--- src/rtl/fifo_arb_pkg.sv ---
// ----------------------------------------------------------------------------
// fifo_arb_pkg
// Shared definitions for the FIFO push arbiter:
//   arb_state_e - arbiter ownership state (no owner / owner held)
//   mod_inc()   - increment with wrap to zero at a given modulus, used for
//                 advancing the round-robin pointer past the last owner
// ----------------------------------------------------------------------------
package fifo_arb_pkg;

    typedef enum logic [0:0] {
        ARB_IDLE   = 1'b0,
        ARB_LOCKED = 1'b1
    } arb_state_e;

    // Returns (value + 1) mod modulus, assuming value < modulus.
    function automatic int unsigned mod_inc(input int unsigned value,
                                            input int unsigned modulus);
        return ((value + 1) >= modulus) ? 0 : (value + 1);
    endfunction

endpackage : fifo_arb_pkg

--- src/rtl/rr_pick.sv ---
// ----------------------------------------------------------------------------
// rr_pick
// Combinational round-robin search. Finds the first asserted valid at or
// after ptr_i, searching upward and wrapping to 0.
// Ports:
//   valid_i [NUM_REQ]  per-requester valid
//   ptr_i   [IDX_W]    search start index (must be < NUM_REQ)
//   idx_o   [IDX_W]    winner index; equals ptr_i when nothing is valid
//   any_o              at least one valid is asserted
// ----------------------------------------------------------------------------
module rr_pick #(
    parameter int NUM_REQ = 4,
    parameter int IDX_W   = $clog2(NUM_REQ)
) (
    input  logic [NUM_REQ-1:0] valid_i,
    input  logic [IDX_W-1:0]   ptr_i,
    output logic [IDX_W-1:0]   idx_o,
    output logic               any_o
);

    localparam int unsigned NR = NUM_REQ;

    int unsigned      cand;
    logic [IDX_W-1:0] cand_idx;

    always_comb begin
        idx_o    = ptr_i;
        any_o    = 1'b0;
        cand     = 0;
        cand_idx = '0;
        // Walk the NUM_REQ candidates starting at ptr_i. Since ptr_i < NUM_REQ,
        // one conditional subtract is enough to wrap, avoiding a divider.
        for (int unsigned i = 0; i < NR; i++) begin
            cand = 32'(ptr_i) + i;
            if (cand >= NR) begin
                cand = cand - NR;
            end
            cand_idx = IDX_W'(cand);
            if (!any_o && valid_i[cand_idx]) begin
                idx_o = cand_idx;
                any_o = 1'b1;
            end
        end
    end

endmodule : rr_pick

--- src/rtl/fifo_push_arbiter.sv ---
// ----------------------------------------------------------------------------
// fifo_push_arbiter
// Arbitrates NUM_REQ push requesters onto a single FIFO push port. In IDLE the
// winner is chosen round-robin from rr_ptr; once a winner transfers it owns
// the port for up to MAX_BURST consecutive beats (LOCKED). The datapath is
// purely combinational: the FIFO sees the winner's valid/data the same cycle.
//
// Handshake: a beat transfers on a rising clk edge where fifo_push_valid_o
// and fifo_push_grant_i are both high. A requester sees req_grant_o[i] high
// in exactly that cycle. While valid is high and the FIFO withholds grant,
// the requester must hold its payload stable; the arbiter holds all state.
//
// Ports:
//   clk, rst_n           clock (rising edge), async active-low reset
//   req_valid_i [N]      per-requester push valid
//   req_data_i  [N*PW]   packed payloads, requester i at slice i (PW=DW+1)
//   req_grant_o [N]      per-requester grant, one-hot or zero
//   fifo_push_valid_o    push valid to FIFO
//   fifo_push_data_o     push data to FIFO
//   fifo_push_grant_i    FIFO can accept this cycle
//   owner_o              current winner index (rr_ptr when idle and no valid)
//   locked_o             high while ownership is held (exposes FSM state)
// ----------------------------------------------------------------------------
module fifo_push_arbiter
    import fifo_arb_pkg::*;
#(
    parameter int DATA_WIDTH = 32,
    parameter int NUM_REQ    = 4,
    parameter int MAX_BURST  = 4
) (
    input  logic                              clk,
    input  logic                              rst_n,
    input  logic [NUM_REQ-1:0]                req_valid_i,
    input  logic [NUM_REQ*(DATA_WIDTH+1)-1:0] req_data_i,
    output logic [NUM_REQ-1:0]                req_grant_o,
    output logic                              fifo_push_valid_o,
    output logic [DATA_WIDTH:0]               fifo_push_data_o,
    input  logic                              fifo_push_grant_i,
    output logic [$clog2(NUM_REQ)-1:0]        owner_o,
    output logic                              locked_o
);

    localparam int PW    = DATA_WIDTH + 1;
    localparam int IDX_W = $clog2(NUM_REQ);
    localparam int CNT_W = $clog2(MAX_BURST + 1);

    localparam logic [CNT_W-1:0] BEAT_ONE  = CNT_W'(1);
    localparam logic [CNT_W-1:0] BEAT_LAST = CNT_W'(MAX_BURST);

    arb_state_e       state_q, state_d;
    logic [IDX_W-1:0] owner_q, owner_d;
    logic [IDX_W-1:0] rr_ptr_q, rr_ptr_d;
    logic [CNT_W-1:0] beat_cnt_q, beat_cnt_d;

    logic [IDX_W-1:0] pick_idx;
    logic             pick_any;
    logic [IDX_W-1:0] winner;
    logic             win_valid;
    logic             push_xfer;
    logic [CNT_W-1:0] beat_inc;

    logic [PW-1:0]    slice_w [NUM_REQ];

    // ------------------------------------------------------------------
    // Payload slices as an array so the winner can index them directly.
    // ------------------------------------------------------------------
    for (genvar gi = 0; gi < NUM_REQ; gi++) begin : g_slice
        assign slice_w[gi] = req_data_i[gi*PW +: PW];
    end

    rr_pick #(
        .NUM_REQ (NUM_REQ),
        .IDX_W   (IDX_W)
    ) u_rr_pick (
        .valid_i (req_valid_i),
        .ptr_i   (rr_ptr_q),
        .idx_o   (pick_idx),
        .any_o   (pick_any)
    );

    // ------------------------------------------------------------------
    // Winner selection and combinational push path. While rst_n is low the
    // outputs are forced quiet even if requesters drive valid, so the FIFO
    // never sees a push during reset.
    // ------------------------------------------------------------------
    always_comb begin
        winner    = '0;
        win_valid = 1'b0;
        if (rst_n) begin
            if (state_q == ARB_LOCKED) begin
                winner    = owner_q;
                win_valid = req_valid_i[owner_q];
            end else begin
                winner    = pick_idx;
                win_valid = pick_any;
            end
        end
    end

    assign push_xfer         = win_valid && fifo_push_grant_i;
    assign fifo_push_valid_o = win_valid;
    assign fifo_push_data_o  = slice_w[winner];
    assign owner_o           = winner;
    assign locked_o          = (state_q == ARB_LOCKED);

    always_comb begin
        req_grant_o = '0;
        if (push_xfer) begin
            req_grant_o[winner] = 1'b1;
        end
    end

    // ------------------------------------------------------------------
    // FSM next state. A stall (valid without FIFO grant) matches no branch
    // that changes state, so everything holds.
    // ------------------------------------------------------------------
    assign beat_inc = beat_cnt_q + BEAT_ONE;

    always_comb begin
        state_d    = state_q;
        owner_d    = owner_q;
        rr_ptr_d   = rr_ptr_q;
        beat_cnt_d = beat_cnt_q;

        unique case (state_q)
            ARB_IDLE: begin
                if (push_xfer) begin
                    if (MAX_BURST == 1) begin
                        // Single-beat ownership: stay idle, move past winner.
                        rr_ptr_d = IDX_W'(mod_inc(32'(winner), NUM_REQ));
                    end else begin
                        state_d    = ARB_LOCKED;
                        owner_d    = winner;
                        beat_cnt_d = BEAT_ONE;
                    end
                end
            end

            ARB_LOCKED: begin
                if (!req_valid_i[owner_q]) begin
                    // Owner withdrew: release without serving anyone else
                    // this cycle; next search starts after the owner.
                    state_d    = ARB_IDLE;
                    rr_ptr_d   = IDX_W'(mod_inc(32'(owner_q), NUM_REQ));
                    beat_cnt_d = '0;
                end else if (push_xfer) begin
                    if (beat_inc == BEAT_LAST) begin
                        state_d    = ARB_IDLE;
                        rr_ptr_d   = IDX_W'(mod_inc(32'(owner_q), NUM_REQ));
                        beat_cnt_d = '0;
                    end else begin
                        beat_cnt_d = beat_inc;
                    end
                end
            end

            default: begin
                state_d = ARB_IDLE;
            end
        endcase
    end

    always_ff @(posedge clk or negedge rst_n) begin
        if (!rst_n) begin
            state_q    <= ARB_IDLE;
            owner_q    <= '0;
            rr_ptr_q   <= '0;
            beat_cnt_q <= '0;
        end else begin
            state_q    <= state_d;
            owner_q    <= owner_d;
            rr_ptr_q   <= rr_ptr_d;
            beat_cnt_q <= beat_cnt_d;
        end
    end

endmodule : fifo_push_arbiter

--- config.mk ---
export PLATFORM = sky130hd
export DESIGN_NAME = fifo_push_arbiter
export DESIGN_NICKNAME = d
export VERILOG_FILES = /design/src/rtl/fifo_arb_pkg.sv /design/src/rtl/rr_pick.sv /design/src/rtl/fifo_push_arbiter.sv
export SDC_FILE = /design/constraint.sdc
export NUM_CORES = 1
export LEC_CHECK = 0
export ABC_AREA = 1
export BUFFER_PORTS_ARGS = -buffer_cell sky130_fd_sc_hd__buf_2
export CAP_MARGIN = 20
export CORE_MARGIN = 2
export CORE_UTILIZATION = 42
export CTS_BUF_LIST = sky130_fd_sc_hd__clkbuf_16
export DETAILED_ROUTE_END_ITERATION = 12
export PLACE_DENSITY = 0.83
export SLEW_MARGIN = 20
export SYNTH_ARGS = -nofsm -noshare
export SYNTH_HDL_FRONTEND = slang
export SYNTH_SLANG_ARGS = --single-unit
export TNS_END_PERCENT = 30
--- constraint.sdc ---
create_clock -name clk -period 2.85 [get_ports clk]
set_input_delay 0.4275 -clock clk [delete_from_list [all_inputs] [get_ports clk]]
set_output_delay 0.4275 -clock clk [all_outputs]
set_load 0.05 [all_outputs]
==> impl_metrics.py, run 1 <==
metrics = {
    "timing": {
        "rsz0062_at_grt": "yes",
        "fin_crit_ps": 2830,
        "slew_viol_final": 0,
        "relSlewSlack": 0.700,
        "worst_slew_pin_slew_ps": 450,
        "fin_skew_ps": 1.87,
        "hold_viol_final": 0,
        "whs_ps": 114,
        "fin_crit_sh": 0.992,
        "fin_ws_ps": 22.1,
        "final-setup-viol-count": 0,
        "fmaxAchievable_ghz": 0.354,
    },
    "run": {
        "drv_cap": 0,
    },
    "clock_network": {
        "cts_tree": "yes",
        "clk_latency_ps": 230,
        "root_buffer": "clkbuf_16",
        "clk_path_buf_depth": 2,
        "cts_max_level": 1,
        "holdBufCountCts": 0,
        "cts_buffers": 3,
        "clk_pin_slew_worst_paths_ps": 40,
        "clock_sinks": 8,
    },
    "layout": {
        "finish.utilization": 0.679,
        "areaGrowthSynthToFinish_pct": 58.8,
        "nets": 775,
        "antenna_cells": 0,
        "finalNonFillerCells": 706,
        "layout-drive-gt1-share": 0.452,
        "post-route-cell-area_um2": 3980,
    },
    "place": {
        "hpwl_um": 6440,
        "port_buffers": 179,
        "dp_cells": 693,
        "pre_cts_ws_ps": 107,
        "globalplace.congestion": 0.937,
        "placed_cell_area_um2": 3430,
    },
    "critical_path": {
        "critical_path_class": "register to primary output",
        "r2r_cells": 13,
        "cp.required_ps": 2420,
        "worst-r2r-setup-slack_ps": 610,
        "critPathCaptureType": "primary output",
        "critPathMaxFanout": 8,
        "arrival_ps": 2400,
        "start_kind": "register",
    },
    "floorplan": {
        "num_io_pins": 180,
        "die_height_um": 81.2,
        "core_area_um2": 5850,
        "initial_core_util": 0.428,
        "num_rows": 28,
        "fp.dieW_um": 81.2,
        "die_area_um2": 6590,
    },
    "global_routing": {
        "grt_pass1_vias": 2981,
        "antenna_found_initial": 0,
        "grt_max_degree": 40,
        "grt_overflow_total": 0,
        "grt_use_total": 0.235,
        "grt_pass1_wl_um": 12600,
    },
    "worst_hold_path": {
        "hold_class": "primary input to async pin",
    },
    "synth": {
        "synth.ff_latch_count": 8,
        "synthCells": 456,
        "yosysSeqAreaShare": 0.0800,
        "yosys_warnings": 0,
        "yosysUniqueCellTypes": 28,
        "avgSynthCellArea_um2": 5.49,
        "synth_nets": 598,
        "syn_area_um2": 2500,
    },
    "detailed_routing": {
        "route.detailed.drc": 0,
        "first_pass_iters": 4,
        "vias_per_cell": 5.05,
        "ant_nets": 0,
        "vias": 3567,
        "first_iter_violations": 164,
        "routedWlPerCell_um": 13.3,
        "wirelength_um": 9390,
    },
    "pwr": {
        "powerDensity_nw_per_um2": 1600,
        "p_leak_nw": 2.36,
        "peakVddDrop_v": 0.00108,
    },
    "status": {
        "run_status": "finished clean",
    },
}
-- layout make-up --
cell class	instances	area, um^2
Fill cell	513	1880
Tap cell	75	93.8
Multi-Input combinational cell	407	2070
Inverter	11	48.8
Timing Repair Buffer	202	1490
Clock buffer	3	75.1
Sequential cell	8	203
-- path summary, 6_finish.rpt --
path,end,start
max reg2reg,rr_ptr_q[1]$_DFFE_PN0P_,rr_ptr_q[0]$_DFFE_PN0P_
max,fifo_push_data_o[25],rr_ptr_q[0]$_DFFE_PN0P_
min,owner_q[1]$_DFFE_PN0P_,rst_n
min in group clk,beat_cnt_q[2]$_DFFE_PN0P_,beat_cnt_q[2]$_DFFE_PN0P_
max in group asynchronous,rr_ptr_q[0]$_DFFE_PN0P_,rst_n
min reg2reg,beat_cnt_q[2]$_DFFE_PN0P_,beat_cnt_q[2]$_DFFE_PN0P_
-- cells in the mapped netlist, drive strengths merged --
cell    count  area [um^2]
o21ai       8         43.8
buf        26          228
o21a        1         7.51
nor2       17         78.8
nand3      84          631
clkbuf      4         15.0
nand2     288         1160
inv        11         48.8
a21oi       4         35.0
ha          3         37.5
dfrtp       8          200
o31ai       1         7.51
xnor2       1         8.76
-- stage by stage --
| step | TNS [ps] | total power, W |
|---|---|---|
| floorplan | 0 | 0.00413 |
| global placement | 0 | 0.00488 |
| detailed placement | 0 | 0.00494 |
| CTS | 0 | 0.00523 |
| global route | -2590 | 0.00677 |
| finish | 0 | 0.00638 |
-- worst max-delay path, stage by stage, from the launching register on --
cell and delay [ps]:
dfrtp_2 470, inv_6 120, nand2_1 100, nand2_4 100, nand2_4 60, nand2_4 100, nand2_2 60, nand2_1 70
nand2_1 70, nand2_2 60, nand2_2 80, nand2_8 120, buf_6 130, buf_12 110, nand3_1 80, nand2_1 90
nand2_1 60, nand2_1 60, clkbuf_4 220
-- repair_timing --
| action | in CTS | in global routing |
|---|---|---|
| pin swaps | 0 | 9 |
| cloned | 0 | 6 |
| resized for setup | 6 | 121 |
| buffers inserted | 0 | 4 |
| endpoints found under the setup margin | 35 | 37 |
-- state kept, by name (all words and copies together) (netlist names) --
register and count:
beat_cnt_q 3, owner_q 2, rr_ptr_q 2, locked_o 1
-- cell usage in the layout (no fill, tap or decap), types with 7 or more instances in the layout --
master	n
nand2_4	7
buf_4	10
nand2_1	261
nand2_2	18
buf_6	36
nand3_1	42
clkbuf_16	8
inv_1	7
nand3_2	42
nor2_1	15
buf_2	142
-- routing by layer --
metal | track usage | routed length (um) | vias to the layer above
li1 | - | - | 1789
met4 | 0.0661 | 155 | 0
met1 | 0.264 | 3590 | 1612
met3 | 0.0233 | 612 | 17
met2 | 0.463 | 5030 | 149
met5 | 0 | 0 | -
-- report_power, final --
group	internal, W	total, W	switching, W
sequential	0.000164	0.000252	0.0000886
clock	0.000181	0.000232	0.0000517
combinational	0.00211	0.00589	0.00378
-- logic make-up after synthesis --
| group | after synthesis | share of synthesized area |
|---|---|---|
| AND/OR/NAND/NOR | 389 | 0.747 |
| buffers and inverters | 41 | 0.117 |
| AO/OA/AOI/OAI | 14 | 0.0375 |
| flip-flops | 8 | 0.0800 |
| adder cells (fa/ha/maj) | 3 | 0.0150 |
| XOR/XNOR | 1 | 0.00350 |
No activity file was read; power rests on OpenSTA's default activity.
==> run 2, diff against run 1 <==
--- a/config.mk
+++ b/config.mk
@@ -13,6 +13,7 @@
 export CTS_BUF_LIST = sky130_fd_sc_hd__clkbuf_16
 export DETAILED_ROUTE_END_ITERATION = 12
 export PLACE_DENSITY = 0.83
+export RECOVER_POWER = 50
 export SLEW_MARGIN = 20
 export SYNTH_ARGS = -nofsm -noshare
 export SYNTH_HDL_FRONTEND = slang
==> impl_metrics.py, run 2 (synthesized netlist as in run 1, its figures left out) <==
metrics = {
    "timing": {
        "hold_viol_final": 0,
        "relSlewSlack": 0.679,
        "fin_skew_ps": 2.05,
        "fin_crit_ps": 2830,
        "worst_slew_pin_slew_ps": 481,
        "fin_crit_sh": 0.994,
        "fmaxAchievable_ghz": 0.353,
        "fin_ws_ps": 17.4,
        "final-setup-viol-count": 0,
        "rsz0062_at_grt": "yes",
        "slew_viol_final": 0,
    },
    "layout": {
        "reg_top3": "beat_cnt_q (3), owner_q (2), rr_ptr_q (2)",
        "nets": 775,
        "layout-drive-gt1-share": 0.448,
        "fillCellCount": 516,
        "layout_common_cells": "261 x nand2_1, 141 x buf_2, 42 x nand3_1, 42 x nand3_2, 36 x buf_6",
        "areaGrowthSynthToFinish_pct": 58.7,
        "multiInputGateArea_um2": 2070,
        "largest_reg_flops": 3,
        "seq_area_um2": 203,
        "largest_register": "beat_cnt_q",
        "finalNonFillerCells": 706,
        "antenna_cells": 0,
        "final_common_cell": "nand2_1",
    },
    "global_routing": {
        "grt_pass1_wl_um": 12600,
        "grt_pass1_vias": 2981,
        "grt_max_degree": 40,
        "antenna_found_initial": 0,
        "grt_overflow_total": 0,
        "grt_use_total": 0.235,
    },
    "critical_path": {
        "r2r_cells": 13,
        "arrival_ps": 2410,
        "critPathCaptureType": "primary output",
        "timing.rr.end": "rr_ptr_q[1]$_DFFE_PN0P_",
        "setup.worst_path.start": "rr_ptr_q[0]$_DFFE_PN0P_",
        "cp.required_ps": 2420,
        "start_kind": "register",
        "critPathMaxFanout": 8,
        "worstReg2RegStart": "rr_ptr_q[0]$_DFFE_PN0P_",
        "critical_path_class": "register to primary output",
        "worst-r2r-setup-slack_ps": 610,
    },
    "detailed_routing": {
        "vias_per_cell": 5.04,
        "ant_nets": 0,
        "routedWlPerCell_um": 13.3,
        "first_iter_violations": 180,
        "first_pass_iters": 4,
        "route.detailed.drc": 0,
        "vias": 3560,
        "wirelength_um": 9380,
    },
    "floorplan": {
        "fp.dieW_um": 81.2,
        "initial_core_util": 0.428,
        "core_area_um2": 5850,
        "num_io_pins": 180,
        "num_rows": 28,
        "die_area_um2": 6590,
        "die_height_um": 81.2,
    },
    "place": {
        "pre_cts_ws_ps": 107,
        "hpwl_um": 6440,
        "dp_cells": 693,
        "port_buffers": 179,
        "globalplace.congestion": 0.937,
    },
    "pwr": {
        "power.internal_w": 0.00246,
        "powerDensity_nw_per_um2": 1610,
        "swShare": 0.615,
        "p_sw_w": 0.00392,
        "clkPwrFrac": 0.036,
        "pwr-share-comb": 0.924,
        "peakVddDrop_v": 0.00108,
        "p_leak_nw": 2.36,
        "pwr-share-seq": 0.040,
    },
    "clock_network": {
        "cts_max_level": 1,
        "clock_sinks": 8,
        "cts_buffers": 3,
        "root_buffer": "clkbuf_16",
        "clk_path_buf_depth": 2,
        "clk_latency_ps": 230,
        "cts_tree": "yes",
        "clk_pin_slew_worst_paths_ps": 40,
    },
    "status": {
        "run_status": "finished clean",
    },
    "run": {
        "drv_cap": 0,
    },
    "worst_hold_path": {
        "hold_class": "primary input to async pin",
    },
}
## run 2: area by class of cell
class                   instances  area share
flip-flops and latches          8      0.0511
multi-input cells             407       0.521
clock buffers                   3      0.0189
well taps                      75      0.0236
repair buffers                202       0.373
inverters                      11      0.0123
## run 2: per-stage QoR
| stage | area, um^2 | setup TNS [ps] | total power, W | hold WS (ps) | util |
|---|---|---|---|---|---|
| 6_report | 3970 | 0 | 0.00638 | 241 | 0.679 |
| 4_1_cts | 3520 | 0 | 0.00523 | 112 | 0.601 |
| 3_3_place_gp | 3430 | 0 | 0.00488 | 350 | 0.586 |
| 5_1_grt | 3970 | -2590 | 0.00677 | 318 | 0.679 |
| 3_5_place_dp | 3430 | 0 | 0.00494 | 355 | 0.586 |
| 2_1_floorplan | 2500 | 0 | 0.00413 | 132 | - |
## run 2: per-layer routing
metal  vias up  share of wire  track usage  wire length (um)
met5         -              0            0                 0
met4         0          0.016       0.0661               148
met3        15          0.062       0.0233               579
met2       146           0.54        0.463              5040
met1      1608           0.39        0.264              3610
li1       1791              -            -                 -
## run 2: worst max-delay path, stage by stage (launching register included)
cell	delay, ps
dfrtp_2	470
inv_6	120
nand2_1	100
nand2_4	100
nand2_4	60
nand2_4	100
nand2_2	60
nand2_1	70
nand2_1	70
nand2_2	60
nand2_2	80
nand2_8	120
buf_6	130
buf_12	110
nand3_1	80
nand2_1	90
nand2_1	60
nand2_1	60
clkbuf_4	220
## run 2: timing repair
item | CTS | global route
resized for setup | 6 | 121
buffers inserted | 0 | 4
hold buffers | 0 | 0
endpoints found under the setup margin | 35 | 37
pin swaps | 0 | 9
cloned | 0 | 6
endpoints found under the hold margin | 0 | 0
## run 2: how the worst max path moves through the flow
stage                      endpoint  slack (ps)
4_1_cts        fifo_push_data_o[15]           1
6_report       fifo_push_data_o[25]          20
3_3_place_gp    fifo_push_data_o[1]         180
5_1_grt        fifo_push_data_o[25]        -150
3_5_place_dp   fifo_push_data_o[13]         110
2_1_floorplan        req_grant_o[3]          20
## run 2: power by group through the flow
stage	logic (W)	registers, W	clock network, W
after floorplan	0.00391	0.000226	0
after global placement	0.00463	0.000246	0
after detailed placement	0.00469	0.000249	0
after CTS	0.00475	0.000251	0.000237
after global routing	0.00627	0.000257	0.000241
final	0.00589	0.000253	0.000232
==> run 3, diff against run 2 <==
--- a/config.mk
+++ b/config.mk
@@ -9,10 +9,10 @@
 export BUFFER_PORTS_ARGS = -buffer_cell sky130_fd_sc_hd__buf_2
 export CAP_MARGIN = 20
 export CORE_MARGIN = 2
-export CORE_UTILIZATION = 42
+export CORE_UTILIZATION = 37
 export CTS_BUF_LIST = sky130_fd_sc_hd__clkbuf_16
 export DETAILED_ROUTE_END_ITERATION = 12
-export PLACE_DENSITY = 0.83
+export PLACE_DENSITY = 0.75
 export RECOVER_POWER = 50
 export SLEW_MARGIN = 20
 export SYNTH_ARGS = -nofsm -noshare
==> impl_metrics.py, run 3 (synthesized netlist as in run 1, its figures left out) <==
metrics = {
    "status": {
        "run_status": "complete, but fails checks",
        "violations": "setup timing",
    },
    "pwr": {
        "peakVddDrop_v": 0.00110,
        "pwr-share-comb": 0.924,
        "pwr-share-seq": 0.039,
        "powerDensity_nw_per_um2": 1580,
        "p_leak_nw": 2.39,
        "p_sw_w": 0.00395,
        "swShare": 0.618,
        "clkPwrFrac": 0.038,
        "power.internal_w": 0.00244,
    },
    "place": {
        "port_buffers": 179,
        "globalplace.congestion": 0.933,
        "dp_cells": 696,
        "pre_cts_ws_ps": 60.1,
        "hpwl_um": 7150,
    },
    "layout": {
        "finalNonFillerCells": 712,
        "final_common_cell": "nand2_1",
        "largest_reg_flops": 3,
        "layout-drive-gt1-share": 0.457,
        "largest_register": "beat_cnt_q",
        "reg_top3": "beat_cnt_q (3), owner_q (2), rr_ptr_q (2)",
        "areaGrowthSynthToFinish_pct": 61.2,
        "antenna_cells": 0,
        "finish.utilization": 0.625,
        "layout_common_cells": "264 x nand2_1, 141 x buf_2, 45 x nand3_2",
        "nets": 779,
    },
    "clock_network": {
        "clock_sinks": 8,
        "clk_path_buf_depth": 2,
        "root_buffer": "clkbuf_16",
        "clk_pin_slew_worst_paths_ps": 40,
        "clk_latency_ps": 230,
        "cts_tree": "yes",
        "cts_buffers": 3,
        "cts_max_level": 1,
        "holdBufCountCts": 0,
    },
    "critical_path": {
        "critPathCaptureType": "primary output",
        "critPathMaxFanout": 8,
        "cp_num_buf_inv": 4,
        "crit_top_cell": "nand2_1",
        "cp.required_ps": 2420,
        "crit_chain": "buf_6 > inv_8 > nand2_2 > nand3_2 > nand2_4 > nand3_2 > nor2_4 > nand3_2 > nand2_2 > nand2_8 > nand2_8 > clkbuf_16 > nand2_1 > nand2_1 > nand2_1 > nand2_1 > buf_6",
        "cp_slowest_stage_delay_ps": 410,
        "worstReg2RegStart": "rr_ptr_q[0]$_DFFE_PN0P_",
        "cpMaxStageDelayCell": "dfrtp_2",
        "start_kind": "register",
        "arrival_ps": 2480,
        "crit_family": "simple AND/OR/NAND/NOR gates",
        "timing.rr.end": "rr_ptr_q[1]$_DFFE_PN0P_",
        "r2r_cells": 15,
        "worst-r2r-setup-slack_ps": 530,
        "critical_path_class": "register to primary output",
    },
    "global_routing": {
        "grt_pass1_vias": 3317,
        "grt_max_degree": 41,
        "grt_overflow_total": 0,
        "grt_use_total": 0.225,
        "grt_pass1_wl_um": 13900,
        "antenna_found_initial": 0,
    },
    "worst_hold_path": {
        "hold_class": "primary input to async pin",
    },
    "detailed_routing": {
        "first_iter_violations": 121,
        "ant_nets": 0,
        "wirelength_um": 10100,
        "vias": 3556,
        "vias_per_cell": 4.99,
        "route.detailed.drc": 0,
        "first_pass_iters": 6,
        "routedWlPerCell_um": 14.2,
    },
    "floorplan": {
        "num_io_pins": 180,
        "die_area_um2": 7440,
        "core_area_um2": 6460,
        "fp.dieW_um": 86.2,
        "die_height_um": 86.2,
        "num_rows": 29,
        "initial_core_util": 0.387,
    },
    "timing": {
        "fin_crit_sh": 1.02,
        "worst_slew_pin_slew_ps": 519,
        "rsz0062_at_grt": "yes",
        "hold_viol_final": 0,
        "fin_crit_ps": 2910,
        "fmaxAchievable_ghz": 0.344,
        "fin_skew_ps": 0.643,
        "final-setup-viol-count": 21,
        "fin_ws_ps": -58.5,
        "slew_viol_final": 0,
        "tns_ps": -315,
        "relSlewSlack": 0.654,
    },
    "run": {
        "drv_cap": 0,
    },
}
## run 3: cell types whose count changed in the layout (fill, tap and decap cells not counted), sizes merged
cell	before	now
nand2	288	289
buf	194	200
clkbuf	11	8
## run 3: through the flow
step / area [um^2] / power [W] / hold slack, ps
final: 4040 / 0.00638 / 141
after global routing: 4040 / 0.00679 / 162
after CTS: 3540 / 0.00532 / 51.3
after detailed placement: 3430 / 0.00497 / 293
after global placement: 3430 / 0.00492 / 283
after floorplan: 2500 / 0.00413 / 132
## run 3: how the worst max path moves through the flow
| stage | startpoint | to | cells past startpoint |
|---|---|---|---|
| floorplan | rr_ptr_q[0]$_DFFE_PN0P_ | req_grant_o[3] | 17 |
| global placement | rr_ptr_q[0]$_DFFE_PN0P_ | fifo_push_data_o[22] | 16 |
| detailed placement | rr_ptr_q[0]$_DFFE_PN0P_ | fifo_push_data_o[17] | 16 |
| CTS | rr_ptr_q[1]$_DFFE_PN0P_ | fifo_push_data_o[17] | 17 |
| global route | rr_ptr_q[0]$_DFFE_PN0P_ | fifo_push_data_o[11] | 17 |
| finish | rr_ptr_q[0]$_DFFE_PN0P_ | fifo_push_data_o[11] | 17 |
## run 3: per-layer routing
layer	vias to the layer above	track usage	share of wire
met1	1598	0.259	0.40
met3	26	0.0181	0.045
met5	-	0	0
li1	1794	-	-
met2	138	0.440	0.53
met4	0	0.0611	0.029
## run 3: area by class of cell
type | count | area (um^2)
clock buffers | 3 | 75.1
fillers | 603 | 2420
inverters | 11 | 51.3
multi-input cells | 408 | 2100
flip-flops and latches | 8 | 203
well taps | 77 | 96.3
repair buffers | 205 | 1510
## run 3: power groups by stage
stage	clock, W	combinational [W]	sequential [W]
final	0.000240	0.00590	0.000248
after global routing	0.000247	0.00629	0.000253
after floorplan	0	0.00391	0.000226
after CTS	0.000237	0.00484	0.000251
after global placement	0	0.00467	0.000247
after detailed placement	0	0.00472	0.000250
## run 3: what timing repair did
action,CTS,global route
pin swaps,0,10
gates cloned,0,7
setup buffers,0,6
setup endpoints to repair,37,37
resized for setup,15,116
